--- src/rtl/stack_pointer_unit.sv ---
// Stack pointer unit: a pre-decrement push / post-increment pop pointer over
// [MEM_BASE, MEM_TOP], with a parallel load, sticky error flags and a
// combinational address for the stack access in the current cycle.
// All state changes on the falling edge of Clock; reset is synchronous, active-low.
module stack_pointer_unit #(
    parameter int WIDTH    = 16,
    parameter int MEM_TOP  = 64,
    parameter int MEM_BASE = 0
) (
    input  logic             Clock,
    input  logic             Resetn,
    input  logic [WIDTH-1:0] R,
    input  logic             Rin,
    input  logic             push,
    input  logic             pop,
    input  logic             clr_err,
    output logic [WIDTH-1:0] Q,
    output logic [WIDTH-1:0] addr,
    output logic [WIDTH-1:0] count,
    output logic             full,
    output logic             empty,
    output logic             overflow,
    output logic             underflow,
    output logic             bad_load
);

    localparam logic [WIDTH-1:0] TOP  = WIDTH'(MEM_TOP);
    localparam logic [WIDTH-1:0] BASE = WIDTH'(MEM_BASE);
    localparam logic [WIDTH-1:0] SPAN = WIDTH'(MEM_TOP - MEM_BASE);
    localparam logic [WIDTH-1:0] ONE  = WIDTH'(1);

    logic [WIDTH-1:0] q_q, q_d;
    logic             overflow_q, overflow_d;
    logic             underflow_q, underflow_d;
    logic             bad_load_q, bad_load_d;
    logic [WIDTH-1:0] r_off;
    logic             load_ok;

    // Status derived from the pointer alone, so it tracks Q with no extra latency.
    assign full  = (q_q == BASE);
    assign empty = (q_q == TOP);
    assign count = TOP - q_q;

    assign Q         = q_q;
    assign overflow  = overflow_q;
    assign underflow = underflow_q;
    assign bad_load  = bad_load_q;

    // Offset from the base wraps for R < BASE, so a single unsigned compare
    // against the span covers both bounds.
    assign r_off   = R - BASE;
    assign load_ok = (r_off <= SPAN);

    // Next-state and access address: load > push+pop > push > pop > hold.
    always_comb begin
        q_d         = q_q;
        addr        = q_q;
        overflow_d  = overflow_q  & ~clr_err;
        underflow_d = underflow_q & ~clr_err;
        bad_load_d  = bad_load_q  & ~clr_err;
        if (Rin) begin
            if (load_ok) q_d        = R;
            else         bad_load_d = 1'b1;
        end else if (push && pop) begin
            // Replace-top when there is a top; on an empty stack it degrades
            // to a plain push (empty and full are mutually exclusive).
            if (empty) begin
                q_d  = q_q - ONE;
                addr = q_q - ONE;
            end
        end else if (push) begin
            if (full) begin
                overflow_d = 1'b1;
            end else begin
                q_d  = q_q - ONE;
                addr = q_q - ONE;
            end
        end else if (pop) begin
            if (empty) underflow_d = 1'b1;
            else       q_d         = q_q + ONE;
        end
    end

    // Falling-edge state register with synchronous active-low reset.
    always_ff @(negedge Clock) begin
        if (!Resetn) begin
            q_q         <= TOP;
            overflow_q  <= 1'b0;
            underflow_q <= 1'b0;
            bad_load_q  <= 1'b0;
        end else begin
            q_q         <= q_d;
            overflow_q  <= overflow_d;
            underflow_q <= underflow_d;
            bad_load_q  <= bad_load_d;
        end
    end

endmodule

--- config.mk ---
export PLATFORM = sky130hd
export DESIGN_NAME = stack_pointer_unit
export DESIGN_NICKNAME = d
export VERILOG_FILES = /design/src/rtl/stack_pointer_unit.sv
export SDC_FILE = /design/constraint.sdc
export NUM_CORES = 1
export LEC_CHECK = 0
export CORE_MARGIN = 1.5
export CORE_UTILIZATION = 35
export CTS_BUF_LIST = sky130_fd_sc_hd__clkbuf_8 sky130_fd_sc_hd__clkbuf_16
export DETAILED_ROUTE_END_ITERATION = 12
export MAX_ROUTING_LAYER = met4
export PLACE_DENSITY = 0.7
export SYNTH_ARGS = -nofsm -noshare
export SYNTH_HDL_FRONTEND = slang
export SYNTH_SLANG_ARGS = --single-unit
--- constraint.sdc ---
create_clock -name Clock -period 4.3 [get_ports Clock]
set_clock_uncertainty 0.15 [all_clocks]
set_input_delay 0.645 -clock Clock [delete_from_list [all_inputs] [get_ports Clock]]
set_output_delay 0.645 -clock Clock [all_outputs]
set_load 0.01 [all_outputs]
==> results.json <==
{
  "htree_levels": 1,
  "p_leak_uw": 0.00237,
  "start_util_pct": 36.6,
  "dr.first_iter.drc_count": 444,
  "hold_violations": 0,
  "synthTopCellsByCount": "nand2_1, nor2_1, o21ai_0",
  "numCtsBuffers": 3,
  "die_h_um": 84.9,
  "synth_cell_types": 59,
  "clk_latency_ps": 340,
  "r2r_setup_slack_ps": 1370,
  "root_buffer": "clkbuf_8",
  "holdBufCountCts": 0,
  "critical_path.slowest_cell": "or4_4",
  "yosysMostFrequentCell": "nand2_1",
  "port_buffers": 74,
  "cpPeakStageDelay_ps": 580,
  "drc": 3,
  "diodes": 0,
  "avgSynthCellArea_um2": 6.62,
  "startpoint_type": "flip-flop",
  "ir_drop_mv": 0.206,
  "grtUsageTotal_pct": 36.6,
  "grt_pass1_wl_um": 20200,
  "num_vias": 4054,
  "die_x_um": 84.9,
  "dp_hpwl_um": 8990,
  "rows": 29,
  "grt_max_degree": 13,
  "syn_inst": 355,
  "synth_top_area_share_pct": 16.2,
  "power.density_nw_per_um2": 259,
  "gp_congestion": 0.948,
  "final_nets": 619,
  "maxSlewHeadroom_pct": 60.2,
  "r2r-end": "Q[15]",
  "critPathCaptureType": "output pin",
  "overflow": 0,
  "worst_pin_slew_ps": 582,
  "ios": 75,
  "ys_ff_latch": 19,
  "clock-sinks": 19,
  "p_total_uw": 1390,
  "violations": "DRC, setup timing",
  "r2r_cells": 13,
  "synth_nets": 380,
  "status": "complete, but fails checks",
  "path_clk_slew_ps": 40,
  "ant_nets": 0,
  "synth_top_area_cell": "dfxtp_1",
  "slew_viol_final": 0,
  "layout-drive-gt1-share_pct": 59.7,
  "first_pass_iters": 11,
  "crit_end": "addr[0]",
  "core_area_um2": 6420,
  "synthTopCellsByArea": "dfxtp_1, xnor2_1, nand2_1, nor2_1, o21ai_0",
  "synth_warnings": 0,
  "finalWorstSetupSlack_ps": -1040,
  "path_cells": "or4_4 > or4_4 > o21a_4 > nand2_4 > buf_6 > xnor2_2 > buf_2",
  "cp-startpoint": "Q[13]",
  "required_ps": 3500,
  "cts_tree": "yes",
  "crit_type": "reg -> out",
  "cpMostUsedCell": "or4_4",
  "antenna_found_initial": 0,
  "wire_per_inst_um": 21.1,
  "first_global_vias": 3942,
  "rsz0062_at_grt": "true",
  "cap_violations": 0,
  "die_area_um2": 7210,
  "critPathArrivalTime_ps": 4550,
  "async_flop_share_pct": 0,
  "seq_area_frac_synth_pct": 16.2,
  "min_path_type": "reg -> reg",
  "critPathMaxFanout": 4,
  "syn-cell-area_um2": 2350,
  "clk_path_buf_depth": 2,
  "drt_wl_total_um": 14200,
  "synth_edf_count": 0,
  "synth-main-ff-cell": "dfxtp_1",
  "via_per_inst": 6.05,
  "syn2layout_area_growth_pct": 129,
  "fin_setup_tns_ps": -25580,
  "setup_viol": 46,
  "reg2reg_from": "Q[10]"
}
-- cell usage in the layout (no fill, tap or decap), drive strengths merged, types with 2 or more instances in the layout --
| master | synthesis | routed |
|---|---|---|
| ha | 3 | 3 |
| dlymetal6s2s | 0 | 2 |
| xor2 | 4 | 4 |
| clkbuf | 21 | 5 |
| nor3 | 13 | 13 |
| nand3 | 18 | 18 |
| dfxtp | 19 | 19 |
| nor4 | 10 | 10 |
| nand2b | 7 | 7 |
| o31ai | 10 | 10 |
| o41ai | 4 | 4 |
| o22ai | 8 | 8 |
| o32ai | 2 | 2 |
| o211ai | 4 | 4 |
| a21oi | 27 | 27 |
| nor2 | 36 | 36 |
| nand2 | 37 | 37 |
| a2111oi | 2 | 2 |
| a31oi | 4 | 4 |
| nor2b | 2 | 2 |
| inv | 13 | 32 |
| clkdlybuf4s50 | 0 | 11 |
| o21a | 2 | 2 |
| a221oi | 3 | 3 |
| a22oi | 3 | 3 |
| o221ai | 3 | 3 |
| or4 | 7 | 7 |
| clkdlybuf4s15 | 0 | 4 |
| nor4b | 3 | 3 |
| o311ai | 2 | 2 |
| buf | 11 | 211 |
| nand4 | 5 | 5 |
| o21ai | 26 | 26 |
| and3 | 3 | 3 |
| dlygate4sd2 | 0 | 18 |
| xnor2 | 18 | 18 |
| o2111ai | 3 | 3 |
| a211oi | 3 | 3 |
| or3 | 2 | 2 |
| a32oi | 3 | 3 |
-- cell type report --
type	count	area [um^2]
clock inverter	20	75.1
timing repair buffer	248	2130
sequential	19	403
tap	77	96.3
multi-input combinational	290	2570
clock buffer	3	41.3
inverter	13	67.6
fill	393	1040
-- per-stage QoR --
step	hold slack [ps]	instance area, um^2	util (%)	worst slack, ps	cells
global placement	323	4140	64.5	-1120	601
CTS	358	4880	76.0	-1060	650
detailed placement	326	4140	64.5	-1120	601
global route	391	5380	83.8	-1100	670
finish	359	5380	83.8	-1040	670
floorplan	370	2550	-	-633	355
-- power breakdown --
group          total, uW  leakage [uW]  switching (uW)  internal, uW
logic                981       0.00208             480           501
registers            208      0.000162            15.9           192
clock network        203      0.000128             116          87.0
total               1390       0.00237             612           780
-- worst min-delay path by stage --
stage | cells after the start | endpoint | from | slack [ps]
finish | 2 | underflow | underflow | 360
global placement | 2 | bad_load | bad_load | 320
CTS | 2 | underflow | underflow | 360
detailed placement | 2 | underflow | underflow | 330
floorplan | 2 | underflow | underflow | 370
global route | 2 | underflow | underflow | 390
-- what timing repair did --
action,CTS,global route
cloned,1,0
buffers inserted,28,27
pin swaps,40,34
resized for setup,313,80
endpoints found under the hold margin,0,0
setup endpoints to repair,66,55
-- flip-flops by register name, summed over array words and instances (netlist names) --
name,cells
Q,16
bad_load,1
overflow,1
underflow,1
-- metal layers --
layer,global-route usage [%],part of all wire (%),wire length [um]
met1,49.1,41,5770
met2,57.2,47,6590
met3,5.45,9.9,1400
met4,10.6,2.9,410
met5,-,0,0
-- cell families after synthesis --
kind of cell | Yosys count | share of synthesized area (%)
AO/OA/AOI/OAI | 117 | 33.6
buffers and inverters | 46 | 8.36
XOR/XNOR | 22 | 8.20
flip-flops | 19 | 16.2
AND/OR/NAND/NOR | 148 | 32.0
adder cells (fa/ha/maj) | 3 | 1.60
-- critical path, delay by kind of cell, from the launching register on --
kind	cells	cell delay, ps
AO/OA/AOI/OAI	1	230
buffers and inverters	2	250
XOR/XNOR	1	90
flip-flops	1	310
AND/OR/NAND/NOR	3	1190
Power figures use the tool's default switching activity.
